<file path="config.mk">
export PLATFORM = sky130hd
export DESIGN_NAME = rtc_vector_tx
export DESIGN_NICKNAME = d
export VERILOG_FILES = /design/src/rtl/rtc_pkg.sv /design/src/rtl/bin2bcd_serial.sv /design/src/rtl/rtc_vector_tx.sv
export SDC_FILE = /design/constraint.sdc
export NUM_CORES = 1
export LEC_CHECK = 0
export BUFFER_PORTS_ARGS = -buffer_cell sky130_fd_sc_hd__buf_4
export CORE_ASPECT_RATIO = 1.2
export CORE_MARGIN = 2
export CORE_UTILIZATION = 60
export CTS_CLUSTER_DIAMETER = 80
export DETAILED_ROUTE_END_ITERATION = 8
export GPL_ROUTABILITY_DRIVEN = 0
export PLACE_DENSITY = 0.83
export SLEW_MARGIN = 20
export SYNTH_ARGS = -nofsm -noshare
export SYNTH_HDL_FRONTEND = slang
export SYNTH_SLANG_ARGS = --single-unit
</file>
<file path="constraint.sdc">
create_clock -name clk -period 4.6 [get_ports clk]
set_clock_uncertainty 0.05 [all_clocks]
set_input_delay 0.46 -clock clk [delete_from_list [all_inputs] [get_ports clk]]
set_output_delay 0.46 -clock clk [all_outputs]
set_load 0.05 [all_outputs]
</file>
<file path="src/rtl/rtc_pkg.sv">
// rtl/rtc_pkg.sv - register map, field limits, vector layout and FSM encoding for the RTC vector transmitter
package rtc_pkg;

    localparam int NUM_FIELDS = 7;

    localparam logic [2:0] ADDR_SEC   = 3'd0;
    localparam logic [2:0] ADDR_MIN   = 3'd1;
    localparam logic [2:0] ADDR_HOUR  = 3'd2;
    localparam logic [2:0] ADDR_DATE  = 3'd3;
    localparam logic [2:0] ADDR_MONTH = 3'd4;
    localparam logic [2:0] ADDR_YEAR  = 3'd5;
    localparam logic [2:0] ADDR_DWK   = 3'd6;
    localparam logic [2:0] ADDR_CTRL  = 3'd7;
    localparam logic [2:0] LAST_FIELD = ADDR_DWK;

    localparam logic [6:0] SEC_MAX   = 7'd59;
    localparam logic [6:0] MIN_MAX   = 7'd59;
    localparam logic [6:0] HOUR_MAX  = 7'd23;
    localparam logic [6:0] DATE_MIN  = 7'd1;
    localparam logic [6:0] DATE_MAX  = 7'd31;
    localparam logic [6:0] MONTH_MIN = 7'd1;
    localparam logic [6:0] MONTH_MAX = 7'd12;
    localparam logic [6:0] YEAR_MAX  = 7'd99;
    localparam logic [6:0] DWK_MAX   = 7'd6;

    localparam int VEC_SEC_LSB   = 0;
    localparam int VEC_MIN_LSB   = 8;
    localparam int VEC_HOUR_LSB  = 16;
    localparam int VEC_DATE_LSB  = 24;
    localparam int VEC_MONTH_LSB = 32;
    localparam int VEC_YEAR_LSB  = 40;
    localparam int VEC_DWK_LSB   = 48;
    localparam int VEC_TOGGLE    = 64;

    localparam logic [1:0] ST_IDLE  = 2'd0;
    localparam logic [1:0] ST_CHECK = 2'd1;
    localparam logic [1:0] ST_CONV  = 2'd2;
    localparam logic [1:0] ST_PACK  = 2'd3;

    function automatic logic field_in_range(input logic [2:0] idx, input logic [6:0] v);
        case (idx)
            ADDR_SEC:   return v <= SEC_MAX;
            ADDR_MIN:   return v <= MIN_MAX;
            ADDR_HOUR:  return v <= HOUR_MAX;
            ADDR_DATE:  return (v >= DATE_MIN) && (v <= DATE_MAX);
            ADDR_MONTH: return (v >= MONTH_MIN) && (v <= MONTH_MAX);
            ADDR_YEAR:  return v <= YEAR_MAX;
            ADDR_DWK:   return v <= DWK_MAX;
            default:    return 1'b1;
        endcase
    endfunction

    function automatic logic [6:0] field_reset_val(input logic [2:0] idx);
        return ((idx == ADDR_DATE) || (idx == ADDR_MONTH)) ? 7'd1 : 7'd0;
    endfunction

endpackage

</file>
<file path="src/rtl/bin2bcd_serial.sv">
// rtl/bin2bcd_serial.sv - 7-bit binary to two-digit BCD, one shift-add-3 step per cycle
module bin2bcd_serial (
    input  logic       clk,
    input  logic       reset,
    input  logic       start,
    input  logic [6:0] bin,
    output logic [7:0] bcd,
    output logic       done
);

    // {tens, units, remaining binary bits}; the start cycle already performs step 1
    logic [14:0] shift_q, shift_d;
    logic [2:0]  cnt_q, cnt_d;
    logic        run_q, run_d;
    logic [14:0] src, adj;

    always_comb begin
        src = start ? {8'd0, bin} : shift_q;
        adj = src;
        if (src[10:7] >= 4'd5) adj[10:7] = src[10:7] + 4'd3;
        if (src[14:11] >= 4'd5) adj[14:11] = src[14:11] + 4'd3;

        shift_d = shift_q;
        cnt_d   = cnt_q;
        run_d   = run_q;
        if (start || run_q) shift_d = adj << 1;
        if (start) begin
            cnt_d = 3'd1;
            run_d = 1'b1;
        end else if (run_q) begin
            cnt_d = cnt_q + 3'd1;
            if (cnt_q == 3'd6) run_d = 1'b0;
        end
    end

    // done marks the 7th cycle; bcd is the result that edge commits
    assign done = run_q && !start && (cnt_q == 3'd6);
    assign bcd  = shift_d[14:7];

    always_ff @(posedge clk) begin
        if (reset) begin
            shift_q <= '0;
            cnt_q   <= '0;
            run_q   <= 1'b0;
        end else begin
            shift_q <= shift_d;
            cnt_q   <= cnt_d;
            run_q   <= run_d;
        end
    end

endmodule

</file>
<file path="src/rtl/rtc_vector_tx.sv">
// rtl/rtc_vector_tx.sv - CPU register file, range check, serial BCD conversion and RTC vector packing
module rtc_vector_tx
    import rtc_pkg::*;
(
    input  logic        clk,
    input  logic        reset,
    input  logic        cs,
    input  logic        we,
    input  logic [2:0]  addr,
    input  logic [7:0]  din,
    output logic [7:0]  dout,
    output logic        busy,
    output logic [64:0] rtc_out,
    output logic        sent
);

    logic [6:0]  field_q  [NUM_FIELDS];
    logic [6:0]  field_d  [NUM_FIELDS];
    logic [7:0]  shadow_q [NUM_FIELDS];
    logic [7:0]  shadow_d [NUM_FIELDS];
    logic [1:0]  state_q, state_d;
    logic [2:0]  idx_q, idx_d;
    logic        start_q, start_d;
    logic        err_q, err_d;
    logic        busy_q, busy_d;
    logic        sent_q, sent_d;
    logic [7:0]  dout_q, dout_d;
    logic [64:0] rtc_q, rtc_d;

    logic        all_valid;
    logic [6:0]  conv_bin;
    logic [7:0]  conv_bcd;
    logic        conv_done;
    logic        din_unused;

    assign din_unused = din[7];

    bin2bcd_serial u_conv (
        .clk   (clk),
        .reset (reset),
        .start (start_q),
        .bin   (conv_bin),
        .bcd   (conv_bcd),
        .done  (conv_done)
    );

    always_comb begin
        all_valid = 1'b1;
        for (int i = 0; i < NUM_FIELDS; i++) begin
            all_valid = all_valid & field_in_range(3'(i), field_q[i]);
        end
        conv_bin = field_q[idx_q];

        state_d = state_q;
        idx_d   = idx_q;
        start_d = 1'b0;
        err_d   = err_q;
        sent_d  = 1'b0;
        rtc_d   = rtc_q;
        dout_d  = dout_q;
        for (int i = 0; i < NUM_FIELDS; i++) begin
            field_d[i]  = field_q[i];
            shadow_d[i] = shadow_q[i];
        end

        if (cs && !we) begin
            dout_d = (addr == ADDR_CTRL) ? {6'b0, err_q, busy_q} : {1'b0, field_q[addr]};
        end

        case (state_q)
            ST_IDLE: begin
                if (cs && we) begin
                    if (addr == ADDR_CTRL) begin
                        if (din[0]) state_d = ST_CHECK;
                    end else begin
                        field_d[addr] = din[6:0];
                    end
                end
            end
            ST_CHECK: begin
                err_d = !all_valid;
                if (all_valid) begin
                    state_d = ST_CONV;
                    idx_d   = '0;
                    start_d = 1'b1;
                end else begin
                    state_d = ST_IDLE;
                end
            end
            ST_CONV: begin
                // next field starts the cycle after the previous finishes: 7 fields x 7 cycles
                if (conv_done) begin
                    shadow_d[idx_q] = conv_bcd;
                    if (idx_q == LAST_FIELD) begin
                        state_d = ST_PACK;
                    end else begin
                        idx_d   = idx_q + 3'd1;
                        start_d = 1'b1;
                    end
                end
            end
            default: begin
                // valid SEC/HOUR never set the BCD bits that land on the reserved vector bits
                rtc_d = '0;
                rtc_d[VEC_SEC_LSB   +: 8] = shadow_q[ADDR_SEC];
                rtc_d[VEC_MIN_LSB   +: 8] = shadow_q[ADDR_MIN];
                rtc_d[VEC_HOUR_LSB  +: 8] = shadow_q[ADDR_HOUR];
                rtc_d[VEC_DATE_LSB  +: 8] = shadow_q[ADDR_DATE];
                rtc_d[VEC_MONTH_LSB +: 8] = shadow_q[ADDR_MONTH];
                rtc_d[VEC_YEAR_LSB  +: 8] = shadow_q[ADDR_YEAR];
                rtc_d[VEC_DWK_LSB   +: 8] = shadow_q[ADDR_DWK];
                rtc_d[VEC_TOGGLE]         = ~rtc_q[VEC_TOGGLE];
                sent_d  = 1'b1;
                state_d = ST_IDLE;
            end
        endcase

        busy_d = (state_d != ST_IDLE);
    end

    always_ff @(posedge clk) begin
        if (reset) begin
            state_q <= ST_IDLE;
            idx_q   <= '0;
            start_q <= 1'b0;
            err_q   <= 1'b0;
            busy_q  <= 1'b0;
            sent_q  <= 1'b0;
            dout_q  <= '0;
            rtc_q   <= '0;
            for (int i = 0; i < NUM_FIELDS; i++) begin
                field_q[i]  <= field_reset_val(3'(i));
                shadow_q[i] <= '0;
            end
        end else begin
            state_q <= state_d;
            idx_q   <= idx_d;
            start_q <= start_d;
            err_q   <= err_d;
            busy_q  <= busy_d;
            sent_q  <= sent_d;
            dout_q  <= dout_d;
            rtc_q   <= rtc_d;
            for (int i = 0; i < NUM_FIELDS; i++) begin
                field_q[i]  <= field_d[i];
                shadow_q[i] <= shadow_d[i];
            end
        end
    end

    assign dout    = dout_q;
    assign busy    = busy_q;
    assign rtc_out = rtc_q;
    assign sent    = sent_q;

endmodule

</file>
==> Yosys cells after proc, flatten, opt, wreduce, memory -nomap -nowiden <==
Memories as Yosys holds them, arrays and structs flattened. A register that Yosys moved wholly into a read port is not among the register bits.
Cells that the tools add are included.
{ "totals": {"inputBits": 15, "register_bits": 92, "n_memories": 2, "mem_bits_rw": 105, "out_inout_bits": 75} }
{ "memory_table": {"columns": ["name", "words", "width", "read_ports", "rd_ports_with_merged_regs", "wr", "line", "source"], "rows": [
  ["shadow_q", 7, 8, 14, 7, 7, "rtc_vector_tx.sv:19", "logic [7:0] shadow_q [NUM_FIELDS];"],
  ["field_q", 7, 7, 9, 1, 7, "rtc_vector_tx.sv:17", "logic [6:0] field_q [NUM_FIELDS];"]
]} }
{ "classes": {"addsub": 4, "n_mux": 56, "eq_ne": 8, "bitwise": 23, "magnitude_cmp": 15, "reduce_logical": 26} }
{ "ops": {"columns": ["op", "n"], "rows": [
  ["2-to-1 mux 49 bit", 3],
  ["2-to-1 mux 56 bit", 2],
  ["2-to-1 mux 8 bit", 8],
  ["2-to-1 mux 7 bit", 9],
  ["bitwise mux 56 bit", 1],
  ["bitwise mux 49 bit", 1],
  ["2-to-1 mux 15 bit", 2],
  ["demux 8 bit (select 3 bit)", 1],
  ["demux 7 bit (select 3 bit)", 1],
  ["2-to-1 mux 3 bit", 6],
  ["greater-or-equal comparator 7 x 1 -> 1 bit, second input constant", 2],
  ["<= comparator 7 x 5 -> 1 bit, second input constant", 2],
  ["<= comparator 7 x 6 -> 1 bit, second input constant", 2],
  ["OR 1 bit", 14],
  ["2-to-1 mux 1 bit", 12],
  ["2-to-1 mux 2 bit", 6],
  ["zero test 1 bit", 10],
  ["== test 3 bit, second input constant", 3],
  ["greater-or-equal comparator 4 x 3 -> 1 bit, second input constant", 2],
  ["greater-or-equal comparator 4 bit, second input constant", 2],
  ["logical AND 1 bit", 8],
  ["less-than comparator 4 x 1 -> 1 bit, second input constant", 2],
  ["inverter 3 -> 4 bit", 2],
  ["<= comparator 7 x 3 -> 1 bit, second input constant", 1],
  ["other kinds (20)", 30]
]} }

==> Depth between registers and ports, before layout <==
An unclocked memory read counts as a cell.
{ "logic_depth": {"ltp_word": 12, "mapped_depth": 10, "ltp_nobuf": 8} }

==> Modules after synthesis <==
A second synthesis with hierarchy kept.
{ "unflattened": {"hier_cells": 864, "area_unflattened_um2": 8549.4} }
{ "modules_own_cells": {"columns": ["module", "area_each_um2", "seq_area_each_um2", "cells_each", "n_inst"], "rows": [
  ["rtc_vector_tx", 7499.7, 3623.5, 745, 1],
  ["bin2bcd_serial", 1049.8, 360.3, 119, 1]
]} }

==> Least setup slack after synthesis <==
OpenSTA, ideal clock, no wires.
{ "synth_path": {"kind": "register to register", "startpoint": "register start_q", "endpoint": "memory shadow_q[0][4]", "setup_time_ps": 65, "setup_slack_ps": 2167, "path_stages_with_launch": 10, "period_less_slack_ps": 2433, "path_buffers": 2, "arrival_ps": 2318, "cell_sequence": "dfxtp_1 -> buf_1 -> clkbuf_1 -> nand2b_1 -> ha_1 -> nand2b_1 -> or3b_1 -> a311oi_4 -> mux2i_1 -> nor2_1"} }
{ "synth_lines": {"columns": ["element", "line", "source"], "rows": [
  ["start: declaration", "rtc_vector_tx.sv:23", "logic start_q, start_d;"],
  ["start signal: assignment", "rtc_vector_tx.sv:138", "start_q <= start_d;"],
  ["end: declaration", "rtc_vector_tx.sv:19", null]
]} }

==> flow_metrics.py <==
metrics = {
    "worst_setup_path": {
        "slowest_delay_ns": 0.82,
        "rr_endpoint": "shadow_q[5][2]$_SDFFE_PP0P_",
        "crit_top_cell": "nand2b_1",
        "critPathLaunchType": "flip-flop",
        "cp.arrival_ns": 3.06,
        "worstPathRequired_ns": 4.83,
        "reg2reg_slack_ns": 1.77,
        "crit_chain": "nand2b_1, inv_1, ha_1, nand2b_1, a21oi_1, mux2i_1, o21ai_1, o21ai_0",
        "worstSetupPathType": "reg -> reg",
        "cp-startpoint": "start_q$_SDFF_PP0_",
        "critPathSlowestCell": "dfxtp_1",
        "endpoint_kind": "flip-flop",
        "crit_fanout": 25,
        "r2r_start": "start_q$_SDFF_PP0_",
        "endpoint": "shadow_q[5][2]$_SDFFE_PP0P_",
        "worst_r2r_path_depth": 8,
    },
    "placed_design": {
        "placed_cell_area_um2": 9130,
        "portBuffers": 79,
        "dp_hpwl_um": 12290,
        "placed_cells": 1070,
    },
    "timing": {
        "max_freq_mhz": 353.4,
        "slew_headroom": 0.2912,
        "tightest_slew_ns": 1.063,
        "setup_violations": 0,
        "layout_worst_path_cycle_share": 0.6151,
        "maxSlewViolCount": 0,
        "finalHoldViolations": 0,
        "fin_tns_setup_ns": 0,
        "period_needed_ns": 2.829,
        "hold_slack_ns": 0.2685,
        "grt_setup_unrepaired": "no",
    },
    "logic_synthesis": {
        "syn_area_um2": 8549,
        "seq_area_frac_synth": 0.4660,
        "ys_ff_latch": 199,
        "ys.flop_type": "dfxtp_1",
        "synthCells": 873,
        "postSynth.asyncResetShare": 0,
        "synth.most_common_cell": "dfxtp_1",
        "synthXorXnorAreaFrac": 0.003073,
        "yosys.area_share.simple": 0.1603,
        "synthTopCellsByArea": "dfxtp_1 (47%), mux2i_1 (19%), nor2_1 (6.6%)",
        "synth-adder-area-share": 0.01903,
        "syn_avg_cell_area_um2": 9.793,
        "netlist.top_cell.by_area": "dfxtp_1",
        "synth_top_area_share": 0.4660,
        "synth_compound_area_frac": 0.07713,
        "muxShareOfSynthArea": 0.2318,
        "synth_cell_types": 54,
        "synth_top_family_by_area": "multiplexers",
        "synth_edf_count": 0,
        "synthTopCellsByCount": "dfxtp_1 (199), mux2i_1 (162), nor2_1 (151)",
        "ys_warn_count": 0,
    },
    "cts": {
        "cts_max_path_buffers": 2,
        "cts_tree": "done",
        "cts_resized": 0,
        "cts_buffers": 17,
        "hold_buffers": 0,
        "clk_latency_ns": 0.43,
        "htree_levels": 4,
        "numClockSinks": 199,
        "cts-root-buf": "clkbuf_16",
        "cts_setup_buffers": 0,
        "clk_pin_slew_ns": 0.07,
    },
    "global_route": {
        "antenna_found_initial": 0,
        "grt_pass1_wl_um": 30650,
        "grt-ovfl-total": 0,
        "grt_max_degree": 107,
        "grt_pass1_vias": 5833,
        "grt_use_total": 0.2551,
    },
    "drt": {
        "vias": 6468,
        "wirelength_um": 19200,
        "first_pass_iters": 7,
        "drtIter0Drc": 445,
        "drc": 6,
        "drt-vias-per-instance": 5.869,
        "postRouteAntennaNets": 0,
        "post_drt_wl_per_cell_um": 17.42,
    },
    "job": {
        "drv_cap": 0,
    },
    "cells_and_area": {
        "final_cell_area_um2": 9749,
        "fillers": 1047,
        "fin_nets": 946,
        "diodes": 0,
        "drive_above_1_share": 0.1600,
        "final_cells": 1102,
        "syn2layout_area_growth_pct": 14.03,
        "fin_util": 0.7025,
    },
    "run_status": {
        "status": "finished with violations",
        "failed_checks": "DRC",
    },
    "power": {
        "cellPowerDensity_nw_per_um2": 353.7,
        "p_leak_nw": 3.734,
        "max-vdd-ir-drop_mv": 0.2312,
    },
    "die": {
        "ioPinCount": 90,
        "placementRows": 47,
        "die_x_um": 113.0,
        "die_area_um2": 15220,
        "coreArea_um2": 13880,
        "start_util": 0.6160,
        "die_y_um": 134.8,
    },
    "worst_hold_path": {
        "hp-class": "in -> reg",
        "whs_path_depth": 3,
    },
}
==> metrics by stage <==
step                      total power [W]  setup slack (ns)
after CTS                        0.003457             1.554
final                            0.003448             1.771
after global placement           0.001950             1.700
after global routing             0.003539             1.549
after floorplan                  0.001910             2.167
after detailed placement         0.001953             1.579
==> cells by family (layout without fill, tap and decap cells) <==
kind of cell / count (synthesis) / count (layout)
mux: 178 / 178
fa+ha+maj: 13 / 13
xor+xnor: 3 / 3
other cells: 1 / 9
simple gates: 300 / 300
buf+inv: 79 / 129
flops: 199 / 199
compound gates: 100 / 100
==> sequential cells by signal, indices dropped and copies added, names as in the netlist, 2 cells and up, named ones only <==
signal and cells:
rtc_out 57, shadow_q 56, field_q 49, u_conv.shift_q 14, dout 7, idx_q 3
u_conv.cnt_q 3, state_q 2
==> layer usage <==
metal | part of all wire | global-route usage
met2 | 0.52 | 0.4521
met3 | 0.043 | 0.03636
met5 | 0 | 0
met4 | 0.021 | 0.08875
met1 | 0.42 | 0.3192
==> critical path, delay by kind of cell, from the launching register on <==
family | cells | cell delay, ns
adder cells (fa/ha/maj) | 1 | 0.16
AND/OR/NAND/NOR | 2 | 0.37
buffers and inverters | 1 | 0.05
flip-flops | 1 | 0.82
multiplexers | 1 | 0.13
AO/OA/AOI/OAI | 3 | 1.10
==> how the worst min path moves through the flow <==
stage                                        to  slack [ns]                   startpoint
floorplan           shadow_q[0][2]$_SDFFE_PP0P_        0.38  shadow_q[0][2]$_SDFFE_PP0P_
global placement    shadow_q[1][1]$_SDFFE_PP0P_        0.39  shadow_q[1][1]$_SDFFE_PP0P_
detailed placement  shadow_q[1][1]$_SDFFE_PP0P_        0.40  shadow_q[1][1]$_SDFFE_PP0P_
CTS                  field_q[4][0]$_SDFFE_PP1P_        0.26                       din[0]
global route         field_q[4][0]$_SDFFE_PP1P_        0.29                       din[0]
finish               field_q[4][0]$_SDFFE_PP1P_        0.27                       din[0]
==> cell usage in the layout (no fill, tap or decap), types with 4 or more instances in the layout <==
cell type and instances:
dfxtp_1 199, mux2i_1 162, nor2_1 151, buf_4 84
nand2_1 58, o21ai_0 28, a211oi_1 26, a21oi_1 21
nand3_1 18, clkbuf_16 17, mux4_2 16, inv_1 13
ha_1 12, nand2b_1 9, or3_1 9, nor2b_1 9
conb_1 9, nor3_1 7, and2_1 7, nand4_1 5
nor2_2 5, o211ai_1 4
==> cell type report <==
type,instances,area (um2),share of cell area
inverters,13,48.80,0.005005
well taps,171,214.0,0.02195
flip-flops and latches,199,3984,0.4086
clock buffers,22,464.2,0.04761
repair buffers,84,630.6,0.06468
multi-input cells,603,4265,0.4375
clock inverters,10,142.6,0.01463
==> power by group <==
part / total [W] / switching (W) / leakage (nW) / internal [W]
Combinational: 0.000169 / 0.000121 / 1.83 / 0.0000484
Sequential: 0.00175 / 0.0000123 / 1.60 / 0.00173
Clock: 0.00153 / 0.000642 / 0.295 / 0.000890
Total: 0.00345 / 0.000775 / 3.73 / 0.00267
No activity file was read; power rests on OpenSTA's default activity.
